File: src/rtl/ball_motion_engine.sv
// rtl/ball_motion_engine.sv - per-ball fixed-point motion integrator with rest/pocket state machine
module ball_motion_engine #(
    parameter int FRAC_BITS   = 6,
    parameter int SPEED_W     = 12,
    parameter int INIT_X      = 280,
    parameter int INIT_Y      = 185,
    parameter int MIN_X       = 48,
    parameter int MAX_X       = 560,
    parameter int MIN_Y       = 32,
    parameter int MAX_Y       = 416,
    parameter int MAX_SPEED   = 230,
    parameter int FRICTION    = 1,
    parameter int MIN_SPEED   = 2,
    parameter int STOP_FRAMES = 10,
    parameter int HOLE_FRAMES = 3
) (
    input  logic                      clk,
    input  logic                      resetN,
    input  logic                      startOfFrame,
    input  logic                      shotValid,
    output logic                      shotReady,
    input  logic signed [SPEED_W-1:0] shotXSpeed,
    input  logic signed [SPEED_W-1:0] shotYSpeed,
    input  logic                      collisionBorder,
    input  logic [3:0]                hitEdgeCode,
    input  logic                      collisionBall,
    input  logic signed [SPEED_W-1:0] xSpeedNew,
    input  logic signed [SPEED_W-1:0] ySpeedNew,
    input  logic                      inHole,
    input  logic                      respawn,
    output logic signed [10:0]        topLeftX,
    output logic signed [10:0]        topLeftY,
    output logic signed [SPEED_W-1:0] xSpeed,
    output logic signed [SPEED_W-1:0] ySpeed,
    output logic [1:0]                state,
    output logic                      stopped,
    output logic                      killBall
);

    localparam int POS_W  = 11 + FRAC_BITS + 1;
    localparam int STOP_W = $clog2(STOP_FRAMES + 1);
    localparam int HOLE_W = $clog2(HOLE_FRAMES + 1);

    localparam logic signed [SPEED_W-1:0] MAX_S     = MAX_SPEED[SPEED_W-1:0];
    localparam logic signed [SPEED_W-1:0] NEG_MAX_S = -MAX_S;
    localparam logic signed [SPEED_W-1:0] MIN_S     = MIN_SPEED[SPEED_W-1:0];
    localparam logic signed [SPEED_W-1:0] FRIC_S    = FRICTION[SPEED_W-1:0];

    localparam logic signed [POS_W-1:0] INIT_X_P = POS_W'(INIT_X << FRAC_BITS);
    localparam logic signed [POS_W-1:0] INIT_Y_P = POS_W'(INIT_Y << FRAC_BITS);
    localparam logic signed [POS_W-1:0] MIN_X_P  = POS_W'(MIN_X << FRAC_BITS);
    localparam logic signed [POS_W-1:0] MAX_X_P  = POS_W'(MAX_X << FRAC_BITS);
    localparam logic signed [POS_W-1:0] MIN_Y_P  = POS_W'(MIN_Y << FRAC_BITS);
    localparam logic signed [POS_W-1:0] MAX_Y_P  = POS_W'(MAX_Y << FRAC_BITS);

    typedef enum logic [1:0] {
        S_IDLE    = 2'd0,
        S_ROLLING = 2'd1,
        S_DEAD    = 2'd2
    } state_t;

    state_t                     state_q, state_d;
    logic signed [POS_W-1:0]    pos_x_q, pos_x_d, pos_y_q, pos_y_d;
    logic signed [SPEED_W-1:0]  x_speed_q, x_speed_d, y_speed_q, y_speed_d;
    logic [STOP_W-1:0]          stop_ctr_q, stop_ctr_d;
    logic [HOLE_W-1:0]          hole_ctr_q, hole_ctr_d;
    logic                       ball_done_q, ball_done_d;
    logic                       border_done_q, border_done_d;
    logic                       kill_ball_q, kill_ball_d;

    logic signed [SPEED_W-1:0]  vx, vy, sat_x_new, sat_y_new;
    logic signed [POS_W-1:0]    nx, ny;

    function automatic logic signed [SPEED_W-1:0] sat_speed(input logic signed [SPEED_W-1:0] v);
        if (v > MAX_S)
            return MAX_S;
        else if (v < NEG_MAX_S)
            return NEG_MAX_S;
        else
            return v;
    endfunction

    function automatic logic signed [SPEED_W-1:0] abs_speed(input logic signed [SPEED_W-1:0] v);
        return v[SPEED_W-1] ? -v : v;
    endfunction

    // Speeds below MIN_SPEED snap to zero, otherwise decay toward zero by FRICTION.
    function automatic logic signed [SPEED_W-1:0] apply_friction(input logic signed [SPEED_W-1:0] v);
        if (abs_speed(v) < MIN_S)
            return '0;
        else if (v[SPEED_W-1])
            return v + FRIC_S;
        else
            return v - FRIC_S;
    endfunction

    // Next-state, kinematics and event handling.
    always_comb begin
        state_d       = state_q;
        pos_x_d       = pos_x_q;
        pos_y_d       = pos_y_q;
        x_speed_d     = x_speed_q;
        y_speed_d     = y_speed_q;
        stop_ctr_d    = stop_ctr_q;
        hole_ctr_d    = hole_ctr_q;
        ball_done_d   = startOfFrame ? 1'b0 : ball_done_q;
        border_done_d = startOfFrame ? 1'b0 : border_done_q;
        kill_ball_d   = 1'b0;
        sat_x_new     = sat_speed(xSpeedNew);
        sat_y_new     = sat_speed(ySpeedNew);
        vx            = x_speed_q;
        vy            = y_speed_q;
        nx            = pos_x_q;
        ny            = pos_y_q;

        case (state_q)
            S_IDLE: begin
                if (shotValid) begin
                    x_speed_d  = sat_speed(shotXSpeed);
                    y_speed_d  = sat_speed(shotYSpeed);
                    stop_ctr_d = '0;
                    hole_ctr_d = '0;
                    state_d    = S_ROLLING;
                end else if (collisionBall && (sat_x_new != '0 || sat_y_new != '0)) begin
                    // Struck by another ball while resting.
                    x_speed_d   = sat_x_new;
                    y_speed_d   = sat_y_new;
                    stop_ctr_d  = '0;
                    hole_ctr_d  = '0;
                    ball_done_d = !startOfFrame;
                    state_d     = S_ROLLING;
                end
            end

            S_ROLLING: begin
                if (startOfFrame) begin
                    nx = pos_x_q + POS_W'(x_speed_q);
                    ny = pos_y_q + POS_W'(y_speed_q);
                    vx = apply_friction(x_speed_q);
                    vy = apply_friction(y_speed_q);
                    if (nx < MIN_X_P) begin
                        nx = MIN_X_P;
                        vx = abs_speed(vx);
                    end else if (nx > MAX_X_P) begin
                        nx = MAX_X_P;
                        vx = -abs_speed(vx);
                    end
                    if (ny < MIN_Y_P) begin
                        ny = MIN_Y_P;
                        vy = abs_speed(vy);
                    end else if (ny > MAX_Y_P) begin
                        ny = MAX_Y_P;
                        vy = -abs_speed(vy);
                    end
                    pos_x_d    = nx;
                    pos_y_d    = ny;
                    x_speed_d  = vx;
                    y_speed_d  = vy;
                    stop_ctr_d = (x_speed_q == '0 && y_speed_q == '0) ? stop_ctr_q + 1'b1 : '0;
                    hole_ctr_d = inHole ? hole_ctr_q + 1'b1 : '0;
                    // Pocketing wins over coming to rest in the same frame.
                    if (hole_ctr_d == HOLE_W'(HOLE_FRAMES)) begin
                        state_d     = S_DEAD;
                        x_speed_d   = '0;
                        y_speed_d   = '0;
                        kill_ball_d = 1'b1;
                        stop_ctr_d  = '0;
                        hole_ctr_d  = '0;
                    end else if (stop_ctr_d == STOP_W'(STOP_FRAMES)) begin
                        state_d    = S_IDLE;
                        stop_ctr_d = '0;
                        hole_ctr_d = '0;
                    end
                end else begin
                    // Ball load first so the cushion sign forcing acts on the new speeds.
                    if (collisionBall && !ball_done_q) begin
                        vx          = sat_x_new;
                        vy          = sat_y_new;
                        ball_done_d = 1'b1;
                    end
                    if (collisionBorder && !border_done_q) begin
                        if (hitEdgeCode[0]) vy = abs_speed(vy);
                        if (hitEdgeCode[2]) vy = -abs_speed(vy);
                        if (hitEdgeCode[1]) vx = abs_speed(vx);
                        if (hitEdgeCode[3]) vx = -abs_speed(vx);
                        border_done_d = 1'b1;
                    end
                    x_speed_d = vx;
                    y_speed_d = vy;
                end
            end

            S_DEAD: begin
                if (respawn) begin
                    state_d    = S_IDLE;
                    pos_x_d    = INIT_X_P;
                    pos_y_d    = INIT_Y_P;
                    x_speed_d  = '0;
                    y_speed_d  = '0;
                    stop_ctr_d = '0;
                    hole_ctr_d = '0;
                end
            end

            default: state_d = S_IDLE;
        endcase
    end

    // State and datapath registers with synchronous active-high reset.
    always_ff @(posedge clk) begin
        if (resetN) begin
            state_q       <= S_IDLE;
            pos_x_q       <= INIT_X_P;
            pos_y_q       <= INIT_Y_P;
            x_speed_q     <= '0;
            y_speed_q     <= '0;
            stop_ctr_q    <= '0;
            hole_ctr_q    <= '0;
            ball_done_q   <= 1'b0;
            border_done_q <= 1'b0;
            kill_ball_q   <= 1'b0;
        end else begin
            state_q       <= state_d;
            pos_x_q       <= pos_x_d;
            pos_y_q       <= pos_y_d;
            x_speed_q     <= x_speed_d;
            y_speed_q     <= y_speed_d;
            stop_ctr_q    <= stop_ctr_d;
            hole_ctr_q    <= hole_ctr_d;
            ball_done_q   <= ball_done_d;
            border_done_q <= border_done_d;
            kill_ball_q   <= kill_ball_d;
        end
    end

    assign topLeftX  = pos_x_q[POS_W-2:FRAC_BITS];
    assign topLeftY  = pos_y_q[POS_W-2:FRAC_BITS];
    assign xSpeed    = x_speed_q;
    assign ySpeed    = y_speed_q;
    assign state     = state_q;
    assign stopped   = (state_q == S_IDLE);
    assign shotReady = (state_q == S_IDLE);
    assign killBall  = kill_ball_q;

endmodule

File: config.mk
export PLATFORM = sky130hd
export DESIGN_NAME = ball_motion_engine
export DESIGN_NICKNAME = d
export VERILOG_FILES = /design/src/rtl/ball_motion_engine.sv
export SDC_FILE = /design/constraint.sdc
export NUM_CORES = 1
export LEC_CHECK = 0
export ABC_AREA = 0
export BUFFER_PORTS_ARGS = -buffer_cell sky130_fd_sc_hd__buf_2
export CORE_MARGIN = 10
export CORE_UTILIZATION = 55
export CTS_CLUSTER_DIAMETER = 60
export DETAILED_ROUTE_END_ITERATION = 8
export GPL_TIMING_DRIVEN = 0
export PLACE_DENSITY = 0.78
export SLEW_MARGIN = 20
export SYNTH_ARGS = -nofsm -noshare
export SYNTH_HDL_FRONTEND = slang
export SYNTH_SLANG_ARGS = --single-unit
File: constraint.sdc
create_clock -name clk -period 4.5 [get_ports clk]
set_input_delay 0.45 -clock clk [delete_from_list [all_inputs] [get_ports clk]]
set_output_delay 0.45 -clock clk [all_outputs]
set_load 0.02 [all_outputs]
* Word level (Yosys, flattened, before mapping)
Index checks and enable logic that the tools add are counted.
** Cells by class
- Add/sub/neg operators :: 20
- Eq/ne operators :: 8
- Mux-type cells :: 100
- Bitwise logic cells :: 2
- Magnitude comparators :: 14
- Reduce and logical (&&, ||, !) cells :: 20
** Operators by type and width (count)
- 12-bit 2-to-1 mux :: 55
- 18-bit 2-to-1 mux :: 8
- 12-bit negation :: 12
- 12-bit one-hot mux with 3 select lines :: 2
- 18-bit one-hot mux with 2 select lines :: 2
- 12-bit by 9-bit > comparator with 1-bit output (second input constant) :: 4
- 12-bit by 9-bit < comparator with 1-bit output (second input constant) :: 4
- 18-bit by 12-bit adder with 18-bit output :: 2
- 18-bit by 13-bit < comparator with 1-bit output (second input constant) :: 2
- 4-bit 2-to-1 mux :: 7
- 12-bit by 2-bit adder with 12-bit output (second input constant) :: 2
- 12-bit logical NOT :: 2
- 12-bit by 3-bit < comparator with 1-bit output (second input constant) :: 2
- 2-bit 2-to-1 mux :: 12
- 12-bit nonzero test :: 2
- 12-bit by 2-bit subtractor with 12-bit output (second input constant) :: 2
- 18-bit by 16-bit > comparator with 1-bit output (second input constant) :: 1
- 18-bit by 17-bit > comparator with 1-bit output (second input constant) :: 1
- 2-bit one-hot mux with 3 select lines :: 2
- 4-bit one-hot mux with 3 select lines :: 1
- 1-bit 2-to-1 mux :: 10
- 4-bit AND reduction :: 2
- 3-bit AND reduction :: 2
- 4-bit by 1-bit adder with 4-bit output (second input constant) :: 1
- other kinds (16) :: 24
** Storage, ports and cells
- Logic and storage cells :: 174
- Output and inout bits :: 51
- Input port bits :: 60
- Register bits after elaboration :: 71

* Logic depth before layout (Yosys ltp)
Gate-level depths: netlist of run 1.
- Word-level depth :: 19
- Gate-level depth with buffers :: 23
- Mapped depth without buffers :: 20

* Least setup slack after synthesis of run 1
OpenSTA, ideal clock, no wires.
- Kind :: register to register
- From :: register y_speed_q[0], in the netlist ySpeed[0]
- To :: register y_speed_q[10], in the netlist ySpeed[10]
- Required time :: 4.408 ns
- Path buffers :: 3
- Stages on the path, launching flop included :: 22
- Clock period less this slack :: 5.031 ns
- Library setup time :: 0.092 ns
- Data arrival time :: 4.938 ns
- Slack :: -0.531 ns
- Path through :: dfxtp_1 > clkbuf_1 > inv_1 > ha_1 > or4b_2 > o41ai_1 > nor3_1 > a2111o_1 > and2_1 > clkbuf_1 > clkbuf_1 > nand2_1 > ha_1 > nand4_1 > o41ai_1 > xor2_1 > nand2_1 > or3b_1 > or3_1 > a211oi_1 > nor3_1 > o32ai_1
** Between the ends
- Word-level cells in the longest chain between the ends :: 16
- Elaborated cells on any way between the ends :: 34
- Those cells by class :: 9 x add/sub; 3 x order compare; 22 x mux
** Ends and longest elaborated chain
- from (decl) :: RTL line 64 : logic signed [SPEED_W-1:0] x_speed_q, x_speed_d, y_speed_q, y_speed_d;
- from (signal assigned) :: RTL line 227 : y_speed_q <= y_speed_d;
- branches (longest 14 deep; another with 12-bit negation)
- 12-bit 2-to-1 mux (*) :: RTL line 136 : if (startOfFrame) begin
- 12-bit one-hot mux with 3 select lines (*) :: RTL line 116 : case (state_q)
Mark *: on every way between the ends. The select of a mux whose other input is x is not followed.
A chain may end at the register's enable or synchronous reset.

* Worst setup path in the final report of run 1
- From :: register y_speed_q[2], in the netlist ySpeed[2]
- To :: register y_speed_q[9], in the netlist ySpeed[9]
Same word-level chain as after synthesis.

==> results of run 1 <==
==> cells in the mapped netlist (all sizes together), types with 13 or more instances <==
master / n
nor3: 88
o2111ai: 14
nand2b: 24
or2: 21
clkbuf: 72
nand3b: 13
a211oi: 28
nand4: 24
nand3: 61
nor3b: 13
mux2i: 22
inv: 53
and2: 21
nor2: 197
o22ai: 20
a21o: 29
o21ai: 121
and3: 15
ha: 75
o211ai: 28
nor2b: 28
xor2: 37
o31ai: 22
buf: 42
nand2: 153
a31oi: 36
or4: 13
a21oi: 120
a22oi: 21
dfxtp: 71
nor4: 28
o21a: 15
or3: 27
xnor2: 64
==> worst max-delay path: stages, from the launching register on <==
cell and delay, ns:
dfxtp_4 0.36, buf_8 0.12, or4_4 0.57, o41ai_4 0.23, xnor2_1 0.11, a2111o_1 0.39
and2_4 0.21, nand2_8 0.09, ha_4 0.13, nand4_1 0.23, buf_4 0.24, o31ai_4 0.17
xor2_1 0.26, nor2_2 0.11, nor3_4 0.26, buf_4 0.15, o211a_1 0.14, mux2i_1 0.17
o211ai_1 0.18, a31oi_1 0.22, nand3_1 0.08
==> area by class of cell <==
class	count	area, um^2	share of cell area
timing repair buffer	162	948	0.0634
tap	280	350	0.0234
inverter	53	218	0.0146
sequential	71	1460	0.0978
buffer	106	657	0.0439
multi-input combinational	1568	11000	0.736
timing repair inverter	1	5.00	0.000335
clock inverter	2	38.8	0.00259
clock buffer	14	264	0.0177
==> through the flow <==
step | area [um^2] | TNS (ns)
after floorplan | 12500 | -0.0158
after global placement | 13400 | -21.57
after detailed placement | 13400 | -19.37
after CTS | 14400 | -0.000948
after global routing | 14900 | -0.940
final | 14900 | -0.0496
==> registers in the layout, indices dropped and copies added (netlist names) <==
signal / cells
ySpeed: 12
pos_x_q: 18
pos_y_q: 18
border_done_q: 1
xSpeed: 12
ball_done_q: 1
stop_ctr_q: 4
hole_ctr_q: 2
killBall: 1
state: 2
==> metal layers <==
layer / vias up / global-route usage
met4: 2 / 0.158
li1: 7206 / -
met3: 209 / 0.0530
met1: 7304 / 0.424
met2: 993 / 0.521
met5: - / 0
==> logic make-up (layout without fill, tap and decap cells) <==
logic type	count (synthesis)	count (layout)	share of synthesized area
flip-flops	71	71	0.115
XOR/XNOR	103	103	0.0751
multiplexers	29	29	0.0241
AND/OR/NAND/NOR	746	746	0.303
adder cells (fa/ha/maj)	79	79	0.0822
buffers and inverters	167	338	0.0589
AO/OA/AOI/OAI	611	611	0.342
==> power groups by stage <==
stage | Sequential [W] | Clock [W] | Combinational (W)
2_1_floorplan | 0.000886 | 0 | 0.00421
3_3_place_gp | 0.000933 | 0 | 0.00545
3_5_place_dp | 0.000937 | 0 | 0.00553
4_1_cts | 0.000927 | 0.000750 | 0.00603
5_1_grt | 0.000948 | 0.000780 | 0.00719
6_report | 0.000951 | 0.000758 | 0.00671
==> path summary, 6_finish.rpt <==
path                     start     endpoint  slack [ns]  cells after the start
hold reg to reg    pos_x_q[17]  pos_x_q[17]        0.49                      1
setup / recovery     ySpeed[2]    ySpeed[9]       -0.05                     20
hold / removal    startOfFrame  ball_done_q        0.42                      2
setup reg to reg     ySpeed[2]    ySpeed[9]       -0.05                     20
==> placed cells by master (no fill, tap or decap), types with 10 or more instances in the layout <==
| cell | instances |
|---|---|
| o22ai_1 | 19 |
| a21o_1 | 29 |
| o31ai_1 | 19 |
| a22oi_1 | 20 |
| nor4_1 | 20 |
| nand3b_1 | 13 |
| o211ai_1 | 28 |
| o21ai_0 | 108 |
| mux2i_1 | 18 |
| clkbuf_16 | 10 |
| a211oi_1 | 23 |
| nand3_1 | 60 |
| o21ai_1 | 10 |
| inv_1 | 48 |
| nor2_1 | 189 |
| nor2b_1 | 26 |
| and2_1 | 18 |
| nand2b_1 | 22 |
| nor3_1 | 76 |
| ha_1 | 61 |
| a31oi_1 | 32 |
| xor2_1 | 35 |
| buf_2 | 113 |
| buf_4 | 86 |
| or3_1 | 23 |
| clkbuf_1 | 44 |
| nand2_1 | 146 |
| xnor2_1 | 59 |
| dfxtp_1 | 54 |
| o2111ai_1 | 13 |
| or2_2 | 21 |
| and3_1 | 15 |
| nand4_1 | 24 |
| a21oi_1 | 114 |
| o21a_1 | 14 |
==> what timing repair did <==
action	in CTS	in global routing
cloned	0	1
resized for setup	112	108
setup buffers	33	21
pin swaps	31	30
endpoints found under the setup margin	33	35
==> results by group, run 1 <==
Drt
  • Final wirelength: 50300 um
  • Vias/cell: 6.96
  • Routed met2 length: 22300 um
  • DR WL/cell: 22.3 um
  • Met3 wire length: 5520 um
  • DR iter-0 viols: 2231
  • DR top layer: met5
  • Metal-1 WL: 20200 um
  • Via count: 15700
  • Routed Antenna Nets: 0
  • Pre-Repair DR Iteration Count: 7
  • Drt drc: 0

Floorplan
  • Starting Density: 0.564
  • Die Width: 170 um
  • Die ar.: 0.0289 mm^2
  • Core Rows: 54
  • Ports: 111
  • Core footprint: 0.0220 mm^2
  • Die H: 170 um

Pwr
  • Power Density: 563 mW/mm^2
  • Pleak: 5.89 nW
  • Switching power total: 0.00461 W
  • Power share of the sequential group: 0.113
  • Worst vdd ir: 0.272 mV
  • Clk pwr share: 0.090
  • Pint: 0.00380 W
  • Comb power frac: 0.797
  • Sw frac: 0.548
  • Design Power: 0.00841 W

Placed design
  • Dpl ws: -1.27 ns
  • PortBufs: 108
  • Cell total after placement: 2194
  • HPWL after DPL: 37400 um
  • Routability cong.: 1.04

STA
  • Final min period: 4.55 ns
  • Final Cycle Share: 1.01
  • Final Hold Viols: 0
  • RSZ-0062 raised after global routing: true
  • Final setup fails: 1
  • Clock Skew: 0.00611 ns
  • Setup ws final: -0.0496 ns
  • Slew Viols, Final: 0
  • Worst Tran Pin Value: 0.957 ns
  • Fin Hold WS: 0.417 ns
  • FMAX: 0.220 GHz
  • Slew margin rel.: 0.357

Clock tree
  • CTS HTree Levels: 3
  • Clock Latency Late Sink: 0.34 ns
  • TritonCTS clock tree: built
  • Clock sink count: 71
  • Hold_buf cts: 0
  • Root Driver: clkbuf_16
  • CTS max path bufs: 2
  • Worst-path clk slew: 0.06 ns
  • Cts bufs inserted: 9

GRT
  • Wire length of the first global-routing pass: 78100 um
  • Vias in the first global route: 14500
  • Global Route Usage Sum: 0.328
  • Initial antenna violation count: 1
  • GR Overflow Total: 0
  • Largest net degree at the start of global routing: 20

Setup path
  • Max FO, Critical Path: 5
  • Crit Path Category: reg2reg
  • Crit end category: flip-flop
  • Critical path launch point type: flip-flop
  • Worst Path Required: 4.73 ns
  • Critical Path AT: 4.78 ns

Logic synthesis
  • Unique masters post-synth: 94
  • Synth area leader: dfxtp_1
  • Synth area leaders: dfxtp_1 11%, ha_1 7.6%, nor2_1 6.0%
  • Post-synth EDFFs: 0
  • Yosys warns: 0
  • Post-synthesis average cell area: 6.86 um^2
  • Sequential area share after synthesis: 0.115
  • Top cell type's share of synthesized area: 0.115
  • Mapped cell area: 0.0124 mm^2
  • Synth Register Bits: 71
  • Syn_nets: 1945
  • Post-synth ARST share: 0
  • Synth Flop Type: dfxtp_1
  • Syn Inst Count: 1806

Flow run
  • Max cap viols: 0

Cells and area
  • Utilization of the core after routing: 0.681
  • Filler cells: 1880
  • Share of cells above drive strength 1: 0.216
  • Finished Layout Cells: 2257
  • Area Overhead vs Synth: 20.7%
  • Ant diodes: 0
  • Final nets: 2111

Hold path
  • HP Class: in2reg

Outcome
  • Status: finished, violations left
  • Failing checks: setup timing
(Power assumes the default switching activity.)
==> run 2: changes to the inputs <==
- TNS_END_PERCENT: unset -> 10
==> run 2 against run 1 <==
  * The flow still finishes with violations (setup timing)
  * Critical endpoint is now ySpeed[8]
  * Cell area decreased by 0.33%
  * Highest routed layer is now met4
  * Combinational power about the same
  * Register-to-register slack got worse by 0.17 ns
  * Flip-flop and latch count unchanged
  * Utilization decreased by 0.22 points
  * Clock skew increased by 0.0061 ns
==> results by group, run 2 (same netlist as run 1, synthesis figures left out) <==
Setup path
  • Crit path buf inv count: 5
  • Slowest-stage cell, CP: or4b_4
  • Crit Path Category: reg2reg
  • Crit end category: flip-flop
  • Worst reg-to-reg path cell count: 23
  • Crit-path leading delay family: simple AND/OR/NAND/NOR gates
  • CP max stage delay: 0.46 ns
  • Max FO, Critical Path: 7
  • Worst Path Required: 4.75 ns
  • Crit path cell chain: clkbuf_16 -> clkinv_8 -> ha_4 -> or4b_4 -> o41ai_2 -> nor3_1 -> a2111o_1 -> and2_4 -> clkbuf_16 -> nand2_4 -> ha_4 -> nand4_1 -> buf_6 -> o31ai_4 -> xor2_1 -> nor2_2 -> or3_4 -> buf_4 -> nor2_2 -> xnor2_1 -> o21ai_1 -> a22oi_1 -> a311oi_1
  • Critical Path AT: 4.98 ns
  • WP depth: 23
  • Worst-case register-to-register setup slack: -0.22 ns
  • Critical path launch point type: flip-flop

Hold path
  • HP Class: in2reg
  • Hold depth: 2

GRT
  • Global Route Usage Sum: 0.322
  • Initial antenna violation count: 0
  • Vias in the first global route: 14200
  • Largest net degree at the start of global routing: 13
  • Wire length of the first global-routing pass: 76500 um
  • GR Overflow Total: 0

Drt
  • Final wirelength: 50100 um
  • Vias/cell: 7.00
  • Drt drc: 0
  • Routed Antenna Nets: 0
  • DR iter-0 viols: 2215
  • Pre-Repair DR Iteration Count: 8
  • Via count: 15800
  • DR WL/cell: 22.3 um

Outcome
  • Status: finished, violations left
  • Failing checks: setup timing

STA
  • Setup ws final: -0.224 ns
  • Final min period: 4.72 ns
  • Final Hold Viols: 0
  • Slew margin rel.: 0.394
  • FMAX: 0.212 GHz
  • Worst Tran Pin Value: 0.905 ns
  • RSZ-0062 raised after global routing: true
  • Final Cycle Share: 1.05
  • Clock Skew: 0.0122 ns
  • Slew Viols, Final: 0
  • Final setup fails: 7
  • Fin Hold WS: 0.407 ns

Pwr
  • Worst vdd ir: 0.318 mV
  • Sw frac: 0.550
  • Power share of the sequential group: 0.111
  • Switching power total: 0.00468 W
  • Design Power: 0.00850 W
  • Clk pwr share: 0.100
  • Comb power frac: 0.789
  • Pint: 0.00383 W
  • Pleak: 5.88 nW
  • Power Density: 571 mW/mm^2

Cells and area
  • Share of cells above drive strength 1: 0.206
  • Design Area, Final: 0.0149 mm^2
  • Final nets: 2105
  • Commonest non-fill, non-tap cell in the layout: nor2_1
  • Area Overhead vs Synth: 20.3%
  • Ant diodes: 0
  • Commonest cells after routing, fill and taps aside: 190 x nor2_1, 144 x nand2_1, 114 x a21oi_1, 114 x buf_2, 104 x o21ai_0
  • Utilization of the core after routing: 0.679
  • Largest regs: pos_x_q x18, pos_y_q x18

Flow run
  • Max cap viols: 0

Floorplan
  • Starting Density: 0.564
  • Die H: 170 um
  • Die ar.: 0.0289 mm^2
  • Core Rows: 54
  • Core footprint: 0.0220 mm^2
  • Ports: 111
  • Die Width: 170 um

Clock tree
  • Root Driver: clkbuf_16
  • Worst-path clk slew: 0.06 ns
  • CTS max path bufs: 2
  • Cts bufs inserted: 9
  • Clock sink count: 71
  • TritonCTS clock tree: built
  • CTS HTree Levels: 3
  • Clock Latency Late Sink: 0.35 ns

Placed design
  • Routability cong.: 1.03
  • Placed cell area: 0.0134 mm^2
  • Dpl ws: -1.22 ns
  • PortBufs: 108
  • HPWL after DPL: 37400 um
==> run 2: cell count changes in the layout (fill, tap and decap cells not counted), moves of 4 or more <==
cell,delta
o21ai_0,-4
clkbuf_1,+5
ha_2,-4
clkbuf_4,+4
ha_1,+6
buf_4,-18
==> run 2: final timing paths <==
| check | end | from |
|---|---|---|
| max | ySpeed[8] | ySpeed[0] |
| min | ball_done_q | startOfFrame |
| max reg2reg | ySpeed[8] | ySpeed[0] |
| min reg2reg | pos_x_q[17] | pos_x_q[17] |
==> run 2: power groups by stage <==
stage          combinational (W)  clock (W)  sequential (W)
3_5_place_dp             0.00553          0        0.000935
6_report                 0.00671   0.000852        0.000943
3_3_place_gp             0.00545          0        0.000934
2_1_floorplan            0.00421          0        0.000886
5_1_grt                  0.00718   0.000869        0.000940
4_1_cts                  0.00589   0.000843        0.000927
==> run 2: cell type report <==
| class | count | area (um^2) |
|---|---|---|
| multi-input combinational | 1568 | 11000 |
| fill | 1881 | 7060 |
| sequential | 71 | 1450 |
| timing repair buffer | 152 | 887 |
| buffer | 111 | 669 |
| tap | 280 | 350 |
| clock buffer | 14 | 284 |
| inverter | 53 | 223 |
| clock inverter | 2 | 60.1 |
==> run 2: routing by layer <==
metal / vias up / global-route usage / routed length [um]
met3: 193 / 0.0528 / 5330
met2: 1021 / 0.508 / 22200
li1: 7174 / - / -
met5: - / 0 / 0
met1: 7370 / 0.424 / 20300
met4: 0 / 0.139 / 2230
==> run 2: timing repair <==
action / 4_1_cts / 5_1_grt
pin swaps: 18 / 37
hold endpoints to repair: 0 / 0
resized for setup: 91 / 104
setup endpoints to repair: 32 / 43
setup buffers: 15 / 29
hold buffers: 0 / 0
==> run 2: through the flow <==
stage | cells | setup TNS (ns)
floorplan | 1806 | -0.0232
global placement | 2194 | -22.15
detailed placement | 2194 | -21.03
CTS | 2223 | -0.738
global route | 2251 | -3.66
finish | 2251 | -0.673
==> run 3: changes to the inputs <==
- CORE_UTILIZATION: 55 -> 57
- PLACE_DENSITY: 0.78 -> 0.8
==> run 3 against run 2 <==
  * The run still ends with setup timing left
  * Count of clock-buffer cells in the layout decreased by 3
  * Critical path depth decreased by 4
  * Sequential share of layout area decreased by 0.11 points
  * Cell area increased by 1.5%
  * Register-to-register slack improved by 0.21 ns
  * Setup slack improved by 0.21 ns
  * Clock power decreased by 2.7%
  * Hold slack improved by 0.0088 ns
  * Total power increased by 1.6%
  * Sequential power increased by 0.5%
  * Global-route usage increased by 0.93 points
  * Routed wire length increased by 3.5%
  * Critical endpoint is now ySpeed[10]
==> results by group, run 3 (same netlist as run 1, synthesis figures left out) <==
Outcome
  • Status: finished, violations left
  • Failing checks: setup timing

Cells and area
  • Area Overhead vs Synth: 22.1%
  • Commonest cells after routing, fill and taps aside: 189 x nor2_1, 144 x nand2_1, 115 x buf_2
  • Final nets: 2114
  • Largest regs: pos_x_q x18, pos_y_q x18
  • Finished Layout Cells: 2255
  • Share of cells above drive strength 1: 0.223
  • Ant diodes: 0
  • Commonest non-fill, non-tap cell in the layout: nor2_1

Clock tree
  • Worst-path clk slew: 0.06 ns
  • CTS HTree Levels: 3
  • Clock Latency Late Sink: 0.35 ns
  • Cts bufs inserted: 9
  • CTS max path bufs: 2
  • Root Driver: clkbuf_16
  • TritonCTS clock tree: built
  • Clock sink count: 71

Setup path
  • Max FO, Critical Path: 9
  • Slowest-stage cell, CP: or4_4
  • Crit-path leading delay family: simple AND/OR/NAND/NOR gates
  • Crit Path Category: reg2reg
  • CP max stage delay: 0.52 ns
  • Critical Path AT: 4.76 ns
  • Crit path buf inv count: 2
  • Crit end category: flip-flop
  • Most common cell on crit path: or3_4
  • Worst Path Required: 4.74 ns
  • Critical path launch point type: flip-flop
  • Crit path cell chain: clkbuf_8 -> or4_4 -> o41ai_4 -> xnor2_1 -> a2111o_1 -> and2_4 -> nand2_4 -> ha_4 -> buf_4 -> or3_1 -> nor4_2 -> a221oi_1 -> nand4_1 -> o21ai_2 -> or3_4 -> or3_4 -> a211oi_4 -> nor3_2 -> o32ai_1

Drt
  • Final wirelength: 51900 um
  • Pre-Repair DR Iteration Count: 6
  • Routed Antenna Nets: 0
  • Via count: 16000
  • DR WL/cell: 23.0 um
  • Drt drc: 0
  • DR iter-0 viols: 2289
  • Vias/cell: 7.07

GRT
  • Met1 GRT Util: 0.423
  • Met3 usage: 0.0648
  • Initial antenna violation count: 1
  • Largest net degree at the start of global routing: 13
  • GR Overflow Total: 0
  • Global Route Usage Sum: 0.331
  • GRT busiest layer: met2
  • Vias in the first global route: 14400
  • Wire length of the first global-routing pass: 78000 um
  • GR Util met2: 0.525

STA
  • FMAX: 0.222 GHz
  • RSZ-0062 raised after global routing: true
  • Slew margin rel.: 0.369
  • Final Cycle Share: 1.00
  • Worst Tran Pin Value: 0.934 ns
  • Final setup fails: 1
  • Final min period: 4.51 ns
  • Slew Viols, Final: 0
  • Final Hold Viols: 0
  • Setup ws final: -0.0123 ns
  • Clock Skew: 0.00755 ns

Pwr
  • Design Power: 0.00864 W
  • Power Density: 571 mW/mm^2
  • Pleak: 5.97 nW
  • Worst vdd ir: 0.298 mV

Floorplan
  • Die ar.: 0.0280 mm^2
  • Core footprint: 0.0212 mm^2
  • Core Rows: 53
  • Die H: 167 um
  • Starting Density: 0.584
  • Ports: 111
  • Die Width: 167 um

Placed design
  • PortBufs: 108
  • Cell total after placement: 2189
  • HPWL after DPL: 38700 um
  • Routability cong.: 1.00

Flow run
  • Max cap viols: 0

Hold path
  • HP Class: in2reg
[run 3: worst reg2reg max path, stage by stage, from the launching register on]
cell      delay, ns
dfxtp_2        0.36
clkbuf_8       0.18
or4_4          0.52
o41ai_4        0.31
xnor2_1        0.16
a2111o_1       0.14
and2_4         0.21
nand2_4        0.08
ha_4           0.17
buf_4          0.13
or3_1          0.37
nor4_2         0.18
a221oi_1       0.08
nand4_1        0.18
o21ai_2        0.11
or3_4          0.41
or3_4          0.39
a211oi_4       0.26
nor3_2         0.05
o32ai_1        0.12
[run 3: report_power, final]
group / switching (W) / internal [W]
Combinational: 0.00422 / 0.00264
Clock: 0.000313 / 0.000516
Sequential: 0.000231 / 0.000717
[run 3: final timing paths]
check,startpoint,endpoint,slack (ns),cells after the start
min,startOfFrame,ball_done_q,0.42,2
max,ySpeed[2],ySpeed[10],-0.01,19
max reg2reg,ySpeed[2],ySpeed[10],-0.01,19
min reg2reg,pos_x_q[17],pos_x_q[17],0.48,1
[run 3: routing by layer]
layer / vias to the layer above / share of wire
met3: 225 / 0.11
met5: - / 0
li1: 7191 / -
met2: 1073 / 0.44
met1: 7463 / 0.40
met4: 0 / 0.046
[run 3: per-stage QoR]
| stage | utilization | hold slack (ns) | setup slack (ns) | cell area (um^2) | TNS, ns |
|---|---|---|---|---|---|
| 3_5_place_dp | 0.633 | 0.469 | -1.36 | 13400 | -22.94 |
| 5_1_grt | 0.713 | 0.428 | -0.128 | 15100 | -0.605 |
| 4_1_cts | 0.671 | 0.399 | -0.0819 | 14200 | -0.421 |
| 6_report | 0.713 | 0.416 | -0.0123 | 15100 | -0.0123 |
| 3_3_place_gp | 0.632 | 0.464 | -1.32 | 13400 | -23.84 |
| 2_1_floorplan | - | 0.447 | -0.0158 | 12500 | -0.0232 |
[run 3: layout make-up]
class                           count  area [um^2]
Clock inverter                      5         77.6
Clock buffer                       11          253
Inverter                           53          223
Buffer                            108          681
Timing Repair Buffer              164          965
Multi-Input combinational cell   1568        11100
Sequential cell                    71         1460
Tap cell                          275          344
Fill cell                        1812         6090
[run 3: repair_timing]
item                                    in CTS  in global routing
endpoints found under the setup margin      32                 42
gates cloned                                 0                  0
resized for setup                           90                158
pin swaps                                   17                 54
setup buffers                               21                 35
hold buffers                                 0                  0
